## config.mk

```make
export PLATFORM = sky130hd
export DESIGN_NAME = big_core_d_mem_fabric_ctrl
export DESIGN_NICKNAME = d
export VERILOG_FILES = /design/src/rtl/big_core_pkg.sv /design/src/rtl/big_core_d_mem_fabric_ctrl_fifo.sv /design/src/rtl/big_core_d_mem_fabric_ctrl.sv
export SDC_FILE = /design/constraint.sdc
export NUM_CORES = 1
export LEC_CHECK = 0
export BUFFER_PORTS_ARGS = -buffer_cell sky130_fd_sc_hd__buf_4
export CORE_ASPECT_RATIO = 2
export CORE_MARGIN = 2
export CORE_UTILIZATION = 50
export CTS_CLUSTER_SIZE = 16
export DETAILED_ROUTE_END_ITERATION = 6
export GPL_TIMING_DRIVEN = 0
export MAX_ROUTING_LAYER = met4
export PLACE_DENSITY = 0.75
export SLEW_MARGIN = 20
export SYNTH_ARGS = -nofsm -noshare
export SYNTH_HDL_FRONTEND = slang
export SYNTH_HIERARCHICAL = 1
export SYNTH_SLANG_ARGS = --single-unit
```

## constraint.sdc

```tcl
create_clock -name clock -period 3.8 [get_ports clock]
set_input_delay 1.14 -clock clock [delete_from_list [all_inputs] [get_ports clock]]
set_output_delay 1.14 -clock clock [all_outputs]
set_load 0.01 [all_outputs]
```

## src/rtl/big_core_pkg.sv

```systemverilog
// Shared fabric types for the big_core data-memory fabric controller.
// The tag travels beside these structs because its width is a per-instance parameter.
package big_core_pkg;

    typedef enum logic {
        RD = 1'b0,
        WR = 1'b1
    } t_opcode;

    localparam int FABRIC_WORD_W = 32;
    localparam int FABRIC_BE_W   = 4;

    typedef struct packed {
        t_opcode                    opcode;
        logic [FABRIC_WORD_W-1:0]   address;
        logic [FABRIC_WORD_W-1:0]   data;
        logic [FABRIC_BE_W-1:0]     byteena;
    } t_fabric_req;

    typedef struct packed {
        logic [FABRIC_WORD_W-1:0]   data;
    } t_fabric_rsp;

endpackage

```

## src/rtl/big_core_d_mem_fabric_ctrl_fifo.sv

```systemverilog
// Generic synchronous FIFO (module fifo) with occupancy count, plus its overflow checker.
// A push while full is accepted only together with a pop.
module fifo_chk (
    input logic clock,
    input logic rst,
    input logic push,
    input logic pop,
    input logic full
);
    overflow_a: assert property (@(posedge clock) disable iff (rst) !(push && full && !pop));
endmodule

module fifo #(
    parameter int DEPTH = 4,
    parameter int WIDTH = 40
) (
    input  logic                     clock,
    input  logic                     rst,
    input  logic                     push,
    input  logic [WIDTH-1:0]         push_data,
    input  logic                     pop,
    output logic [WIDTH-1:0]         head_data,
    output logic                     empty,
    output logic                     full,
    output logic [$clog2(DEPTH):0]   count
);
    localparam int PTR_W = $clog2(DEPTH);

    logic [WIDTH-1:0]  mem_r [DEPTH];
    logic [PTR_W-1:0]  wr_ptr_r;
    logic [PTR_W-1:0]  rd_ptr_r;
    logic [PTR_W:0]    count_r;
    logic              do_push_s;
    logic              do_pop_s;

    // Qualify push/pop against current occupancy.
    always_comb begin
        empty     = (count_r == (PTR_W+1)'(0));
        full      = (count_r == (PTR_W+1)'(DEPTH));
        do_pop_s  = pop && !empty;
        do_push_s = push && (!full || do_pop_s);
    end

    assign head_data = mem_r[rd_ptr_r];
    assign count     = count_r;

    // Storage write port; contents need no reset since occupancy gates reads.
    always_ff @(posedge clock) begin
        if (do_push_s) begin
            mem_r[wr_ptr_r] <= push_data;
        end else begin
            mem_r[wr_ptr_r] <= mem_r[wr_ptr_r];
        end
    end

    // Pointer and occupancy bookkeeping.
    always_ff @(posedge clock) begin
        if (rst) begin
            wr_ptr_r <= '0;
            rd_ptr_r <= '0;
            count_r  <= '0;
        end else begin
            if (do_push_s) begin
                wr_ptr_r <= wr_ptr_r + (PTR_W)'(1);
            end
            if (do_pop_s) begin
                rd_ptr_r <= rd_ptr_r + (PTR_W)'(1);
            end
            case ({do_push_s, do_pop_s})
                2'b10:   count_r <= count_r + (PTR_W+1)'(1);
                2'b01:   count_r <= count_r - (PTR_W+1)'(1);
                default: count_r <= count_r;
            endcase
        end
    end

    fifo_chk u_chk (
        .clock (clock),
        .rst   (rst),
        .push  (push),
        .pop   (do_pop_s),
        .full  (full)
    );

endmodule

```

## src/rtl/big_core_d_mem_fabric_ctrl.sv

```systemverilog
// Credit-based bridge from the fabric request/response port to d_mem port B (2-cycle read latency).
// Define BIG_CORE_FABRIC_WR_ACK_EN to make writes take a credit and return a zero-data response.
module big_core_d_mem_fabric_ctrl
    import big_core_pkg::*;
#(
    parameter int RSP_FIFO_DEPTH = 4,
    parameter int TAG_WIDTH      = 8
) (
    input  logic                 clock,
    input  logic                 rst,
    input  logic                 req_valid,
    output logic                 req_ready,
    input  logic                 req_opcode,
    input  logic [31:0]          req_address,
    input  logic [31:0]          req_data,
    input  logic [3:0]           req_byteena,
    input  logic [TAG_WIDTH-1:0] req_tag,
    output logic                 rsp_valid,
    input  logic                 rsp_ready,
    output logic [31:0]          rsp_data,
    output logic [TAG_WIDTH-1:0] rsp_tag,
    output logic [31:0]          q503_address_b,
    output logic                 q503_wren_b,
    output logic [3:0]           q503_byteena_b,
    output logic [31:0]          q503_data_b,
    input  logic [31:0]          q505_q_b
);
    localparam int FIFO_W = 32 + TAG_WIDTH;
    localparam int CNT_W  = $clog2(RSP_FIFO_DEPTH) + 1;

    t_fabric_req           req_s;
    t_fabric_rsp           push_rsp_s;
    logic                  accept_s;
    logic                  expects_rsp_s;
    logic                  req_ready_s;
    logic [CNT_W:0]        credits_used_s;
    logic [CNT_W-1:0]      fifo_count_s;
    logic                  fifo_empty_s;
    logic                  fifo_full_s;
    logic [FIFO_W-1:0]     fifo_head_s;
    logic                  pop_s;
    logic                  addr_lsb_unused_s;

    logic                  q504_valid_r;
    logic                  q504_wr_r;
    logic [TAG_WIDTH-1:0]  q504_tag_r;
    logic                  q505_valid_r;
    logic                  q505_wr_r;
    logic [TAG_WIDTH-1:0]  q505_tag_r;

    assign addr_lsb_unused_s = ^req_address[1:0];

    // Every in-flight response-producing access holds a FIFO slot until it is popped.
    always_comb begin
        credits_used_s = {1'b0, fifo_count_s}
                       + (CNT_W+1)'(q504_valid_r)
                       + (CNT_W+1)'(q505_valid_r);
        if (rst) begin
            req_ready_s = 1'b0;
        end else begin
            req_ready_s = (credits_used_s < (CNT_W+1)'(RSP_FIFO_DEPTH));
        end
    end

    // Accept decode and port-B drive; everything is zero outside an accept.
    always_comb begin
        accept_s = req_valid && req_ready_s;
        req_s    = '0;
        if (accept_s) begin
            req_s.opcode  = t_opcode'(req_opcode);
            req_s.address = {req_address[31:2], 2'b00};
            req_s.data    = req_data;
            req_s.byteena = (t_opcode'(req_opcode) == WR) ? req_byteena : 4'hF;
        end else begin
            req_s = '0;
        end
`ifdef BIG_CORE_FABRIC_WR_ACK_EN
        expects_rsp_s = 1'b1;
`else
        expects_rsp_s = (req_s.opcode == RD);
`endif
    end

    assign req_ready      = req_ready_s;
    assign q503_address_b = req_s.address;
    assign q503_wren_b    = (req_s.opcode == WR);
    assign q503_byteena_b = req_s.byteena;
    assign q503_data_b    = req_s.data;

    // Valid/tag pipeline aligned with the d_mem read latency.
    always_ff @(posedge clock) begin
        if (rst) begin
            q504_valid_r <= 1'b0;
            q504_wr_r    <= 1'b0;
            q504_tag_r   <= '0;
            q505_valid_r <= 1'b0;
            q505_wr_r    <= 1'b0;
            q505_tag_r   <= '0;
        end else begin
            q504_valid_r <= accept_s && expects_rsp_s;
            q504_wr_r    <= (req_s.opcode == WR);
            q504_tag_r   <= req_tag;
            q505_valid_r <= q504_valid_r;
            q505_wr_r    <= q504_wr_r;
            q505_tag_r   <= q504_tag_r;
        end
    end

    // Write acknowledges carry zero data; reads carry the port-B read word.
    always_comb begin
        push_rsp_s = '0;
        if (q505_wr_r) begin
            push_rsp_s.data = 32'h0000_0000;
        end else begin
            push_rsp_s.data = q505_q_b;
        end
    end

    assign pop_s = rsp_valid && rsp_ready;

    fifo #(
        .DEPTH (RSP_FIFO_DEPTH),
        .WIDTH (FIFO_W)
    ) u_rsp_fifo (
        .clock     (clock),
        .rst       (rst),
        .push      (q505_valid_r),
        .push_data ({push_rsp_s.data, q505_tag_r}),
        .pop       (pop_s),
        .head_data (fifo_head_s),
        .empty     (fifo_empty_s),
        .full      (fifo_full_s),
        .count     (fifo_count_s)
    );

    // Response port shows the FIFO head, forced to zero when nothing is presented.
    always_comb begin
        rsp_valid = !rst && !fifo_empty_s;
        if (rsp_valid) begin
            rsp_data = fifo_head_s[FIFO_W-1 -: 32];
            rsp_tag  = fifo_head_s[TAG_WIDTH-1:0];
        end else begin
            rsp_data = 32'h0000_0000;
            rsp_tag  = '0;
        end
    end

    logic full_unused_s;
    assign full_unused_s = fifo_full_s;

endmodule

```

## After elaboration in Yosys (flattened, before gate mapping)

Memory sizes are Yosys's and may differ from the RTL's. A register that Yosys moved wholly into a read port is not among the register bits.
Index checks and enable logic that the tools add are counted.

| word-level totals | value |
|---|---|
| register bits | 27 |
| memory bits (writable) | 160 |
| bits of input ports | 113 |
| output and inout bits | 111 |
| logic and storage cells | 49 |
| memories | 1 |

| operators by class | value |
|---|---|
| add/subtract/negate cells | 6 |
| magnitude comparators | 1 |
| equality and inequality tests | 4 |
| muxes and demuxes | 13 |
| bitwise operators | 2 |
| reduce and logical (&&, ||, !) cells | 13 |

Memory list:

| name | depth | bits a word | read ports | clocked after Yosys merged registers in | write ports | line | text |
|---|---|---|---|---|---|---|---|
| u_rsp_fifo.mem_r | 4 | 40 | 1 | 1 | 1 | big_core_d_mem_fabric_ctrl_fifo.sv:29 | `logic [WIDTH-1:0] mem_r [DEPTH];` |

Operators with widths:

| operator | count |
|---|---|
| $mux W69 | 1 |
| $mux W32 | 2 |
| $mux W40 | 1 |
| $mux W8 | 1 |
| $logic_and A1 B1 Y1 | 6 |
| $pmux W3 S2 | 1 |
| $add A2 B1 Y2 const B | 2 |
| $add A3 B1 Y4 | 1 |
| $add A4 B1 Y4 | 1 |
| $lt A4 B3 Y1 const B | 1 |
| $mux W1 | 4 |
| $mux W2 | 2 |
| $mux W4 | 1 |
| $add A3 B1 Y3 const B | 1 |
| $eq A3 B3 Y1 const B | 1 |
| $logic_not A1 Y1 | 3 |
| $logic_not A3 Y1 | 1 |
| $sub A3 B1 Y3 const B | 1 |
| $eq A2 B1 Y1 const B | 1 |
| $eq A2 B2 Y1 const B | 1 |
| $reduce_and A2 Y1 | 1 |
| $reduce_bool A2 Y1 | 1 |
| $logic_or A1 B1 Y1 | 1 |
| $ne A0 B0 Y1 | 1 |
| 2 further kinds | 2 |

## Logic depth before layout (Yosys ltp)

| depth | value |
|---|---|
| depth after elaboration | 10 |
| gate-level depth with buffers | 11 |
| mapped depth without buffers | 9 |

## Hierarchy

Netlist, hierarchy kept.

Modules (own cells, without submodules):

| module | times used | cells each | area each (um2) | seq. area each (um2) |
|---|---|---|---|---|
| fifo | 1 | 268 | 6296.0 | 4984.8 |
| big_core_d_mem_fabric_ctrl | 1 | 274 | 1647.8 | 400.4 |

## Least setup slack after synthesis

No wires, ideal clock.

| path | value |
|---|---|
| path kind | input -> register |
| start point | input rst |
| end point | memory u_rsp_fifo.mem_r[0][0], enable pin |
| setup time | 401 ps |
| data arrival time | 3158 ps |
| required time | 3399 ps |
| slack | 241 ps |
| cell stages on the path | 7 |
| buffers on the path | 2 |
| cell sequence | buf_2 nor2_2 clkbuf_2 and2_1 nor4b_2 nor2b_2 and2_1 |

| between the ends | value |
|---|---|
| longest elaborated chain between the ends | 9 |
| elaborated cells between the ends (all ways) | 11 |
| classes of those cells | mux (3); bitwise (1); reduce/logical (7) |

Ends and longest elaborated chain:

| what | line | text |
|---|---|---|
| start, declared | big_core_d_mem_fabric_ctrl.sv:10 | `input logic rst,` |
| $logic_not A1 Y1 * | big_core_d_mem_fabric_ctrl.sv:138 | `rsp_valid = !rst && !fifo_empty_s;` |
| $logic_and A1 B1 Y1 * | big_core_d_mem_fabric_ctrl.sv:138 |  |
| $logic_and A1 B1 Y1 * | big_core_d_mem_fabric_ctrl.sv:119 | `assign pop_s = rsp_valid && rsp_ready;` |
| net pop_s | big_core_d_mem_fabric_ctrl.sv:41 | `logic pop_s;` |
| $logic_and A1 B1 Y1 * | big_core_d_mem_fabric_ctrl_fifo.sv:40 | `do_pop_s = pop && !empty;` |
| $logic_or A1 B1 Y1 * | big_core_d_mem_fabric_ctrl_fifo.sv:41 | `do_push_s = push && (!full \|\| do_pop_s);` |
| $logic_and A1 B1 Y1 * | big_core_d_mem_fabric_ctrl_fifo.sv:41 |  |
| $mux W1 (on tied branches) | big_core_d_mem_fabric_ctrl_fifo.sv:49, big_core_d_mem_fabric_ctrl_fifo.sv:52 |  |
| $mux W1 (implied by the code) or $reduce_and A2 Y1 (tied branches) | n/a |  |
| $or A1 B1 Y1 (no line) * | n/a |  |
| end, declared | big_core_d_mem_fabric_ctrl_fifo.sv:29 |  |

Mark *: on every way through the listed nets, which the timed path passes. The rest lies on a longest branch.

## Worst setup path in the final report

| path | value |
|---|---|
| start point | input rst |
| end point | register u_rsp_fifo.count_r[2] (netlist: u_rsp_fifo/count[2]) |

| between the ends | value |
|---|---|
| longest elaborated chain between the ends | 8 |
| elaborated cells between the ends (all ways) | 10 |
| classes of those cells | eq/ne (2); mux (1); reduce/logical (7) |

Ends and longest elaborated chain:

| what | line | text |
|---|---|---|
| $logic_not A1 Y1 * | big_core_d_mem_fabric_ctrl.sv:138 |  |
| $logic_and A1 B1 Y1 * | big_core_d_mem_fabric_ctrl.sv:138 |  |
| $logic_and A1 B1 Y1 * | big_core_d_mem_fabric_ctrl.sv:119 |  |
| net pop_s | big_core_d_mem_fabric_ctrl.sv:41 |  |
| $logic_and A1 B1 Y1 * | big_core_d_mem_fabric_ctrl_fifo.sv:40 |  |
| $logic_or A1 B1 Y1 | big_core_d_mem_fabric_ctrl_fifo.sv:41 |  |
| $logic_and A1 B1 Y1 | big_core_d_mem_fabric_ctrl_fifo.sv:41 |  |
| $eq A2 B1 Y1 or $eq A2 B2 Y1 (tied branches) | big_core_d_mem_fabric_ctrl_fifo.sv:69 | `case ({do_push_s, do_pop_s})` |
| $pmux W3 S2 or $reduce_bool A2 Y1 (tied branches) | n/a |  |
| end signal, assigned | big_core_d_mem_fabric_ctrl_fifo.sv:70 | `2'b10: count_r <= count_r + (PTR_W+1)'(1);` |
| end signal, assigned | big_core_d_mem_fabric_ctrl_fifo.sv:71 | `2'b01: count_r <= count_r - (PTR_W+1)'(1);` |
| end signal, assigned | big_core_d_mem_fabric_ctrl_fifo.sv:72 | `default: count_r <= count_r;` |
| end, declared | big_core_d_mem_fabric_ctrl_fifo.sv:32 | `logic [PTR_W:0] count_r;` |

Marks and branches as above.
A chain may end at the register's enable or synchronous reset.

==> flow_metrics.py <==
metrics = {
    "clock_network": {
        "post_cts_buffers": 0,
        "cts_buffer_depth": 2,
        "clockRootBuffer": "clkbuf_16",
        "htreeDepth": 4,
        "cts_tree": "yes",
        "cts_hold_buf": 0,
        "clock-sinks": 189,
        "ctsResizeCount": 0,
        "cts.clk_slew.worst_paths_ns": 0.07,
        "cts_buffers": 17,
        "clock_latency_ns": 0.42,
    },
    "worst_setup_path": {
        "cp.required_ns": 4.12,
        "cp-start-kind": "input port",
        "cp-end-kind": "flip-flop",
        "startpoint": "rst",
        "worstSetupPathType": "in2reg",
        "ff2ff_setup_slack_ns": 0.78,
        "r2r-start": "u_rsp_fifo/count[2]$_SDFFE_PP0P_",
        "crit_path_max_fanout": 10,
        "crit_arrival_ns": 3.79,
    },
    "timing": {
        "max-slew-margin-rel": 0.549,
        "hold-worst-slack_ns": 0.442,
        "setup_viol_count_final": 0,
        "rsz0062_at_grt": "no",
        "final.min_clock_period_ns": 3.48,
        "max_clock_freq_mhz": 288,
        "worstMarginPinSlew_ns": 0.677,
        "finalHoldViolations": 0,
        "report.final.slew_viol_count": 0,
        "finalSetupTns_ns": 0,
        "fin_crit_sh": 0.915,
        "finalClockSkew_ns": 0.00573,
    },
    "layout": {
        "multiInputGateArea_um2": 2110,
        "drive_gt1_frac": 0.408,
        "fin_cells": 999,
        "design_area_um2": 10500,
        "fillCellCount": 1103,
        "utilization": 0.671,
        "area_delta_synth_final_pct": 32.7,
        "final_nets": 903,
        "regArea_um2": 5390,
    },
    "floorplanning": {
        "fp.dieArea_um2": 17000,
        "die_w_um": 93.1,
        "placementRows": 65,
        "core_um2": 15700,
        "start_util": 0.506,
        "die_y_um": 182,
        "io-pin-count": 224,
    },
    "placement": {
        "io_buffer_count": 219,
        "globalplace.congestion": 0.883,
        "dp_hpwl_um": 13000,
        "placed_area_um2": 9950,
        "dp.cells": 966,
    },
    "routing": {
        "drc": 0,
        "drtIter0Drc": 354,
        "wl_um": 17700,
        "antenna_left": 0,
        "wl_per_cell_um": 17.7,
        "firstDrtPassIters": 4,
        "viasPerCell": 5.06,
        "via_count": 5053,
    },
    "synthesis": {
        "avgSynthCellArea_um2": 14.7,
        "yosysWarnings": 6,
        "synthCells": 541,
        "syn_area_um2": 7940,
    },
    "flow_run": {
        "cap_violations": 0,
    },
    "worst_hold_path": {
        "hp-class": "reg2reg",
        "hold_start": "q504_tag_r[6]$_SDFF_PP0_",
    },
    "power_and_ir_drop": {
        "vdd.ir_drop.worst_uv": 301,
        "leakage_nw": 4.36,
        "p_per_area_nw_per_um2": 406,
    },
    "global_routing": {
        "grt_pass1_wl_um": 26900,
        "grt_max_degree": 25,
        "grt_remaining_overflow": 0,
        "grt.total_usage": 0.222,
        "grt_pass1_vias": 5326,
        "antenna_found_initial": 1,
    },
    "status": {
        "outcome": "completed",
    },
}
sequential cells by signal, summed over array words and instances, names as in the netlist, named ones only:
| signal | count |
|---|---|
| q504_valid_r | 1 |
| u_rsp_fifo/wr_ptr_r | 2 |
| q505_valid_r | 1 |
| q505_wr_r | 1 |
| u_rsp_fifo/count | 3 |
| q505_tag_r | 8 |
| q504_tag_r | 8 |
| q504_wr_r | 1 |
| u_rsp_fifo/rd_ptr_r | 2 |
| u_rsp_fifo/mem_r | 160 |
layer usage:
layer | GRT usage | share of wire
met3 | 0.0479 | 0.060
met1 | 0.233 | 0.36
met4 | 0.0853 | 0.024
met2 | 0.401 | 0.56
met5 | - | 0
area by class of cell:
cell class / instances / area share
Timing Repair Buffer: 223 / 0.166
Clock buffer: 18 / 0.0417
Inverter: 75 / 0.0267
Tap cell: 201 / 0.0239
Clock inverter: 14 / 0.0139
Sequential cell: 189 / 0.511
Buffer: 30 / 0.0163
Multi-Input combinational cell: 248 / 0.200
Antenna cell: 1 / 0.000238
cells in the final DEF, fill, tap and decap left out, drive strengths merged, types with 2 or more instances in the layout:
cell type	n
xor2	3
clkinv	3
a21oi	5
edfxtp	160
inv	84
clkbuf	25
nor2b	51
xnor2	2
nand3	2
buf	246
dfxtp	29
nor2	74
and2	45
conb	2
ha	5
nand2b	3
mux4	40
worst max-delay path: stages:
cell	delay (ns)
buf_4	0.12
buf_2	0.20
nor2_2	0.21
clkbuf_2	0.27
and2_1	0.31
o31a_1	0.33
nand2b_1	0.12
fa_1	0.39
nand2b_1	0.18
o31ai_2	0.19
mux2_1	0.33
worst paths after layout:
check | to | depth (start not counted)
max | u_rsp_fifo/count[2]$_SDFFE_PP0P_ | 11
min | q505_tag_r[6]$_SDFF_PP0_ | 1
max reg2reg | u_rsp_fifo/count[2]$_SDFFE_PP0P_ | 10
min reg2reg | q505_tag_r[6]$_SDFF_PP0_ | 1
where the power goes:
part           switching, mW  total [mW]  internal, mW  leakage (nW)
logic                  0.121       0.270         0.149          2.38
clock network          0.785        1.73         0.948         0.288
registers            0.00802        2.28          2.27          1.69
total                  0.914        4.28          3.36          4.36
stage by stage:
step	setup WS [ns]	power [mW]
final	0.322	4.28
after global routing	0.159	4.41
after CTS	0.318	4.31
after detailed placement	-0.121	2.59
after global placement	-0.943	2.58
after floorplan	0.243	2.43
Note: power is estimated with default switching activity, not from simulation.
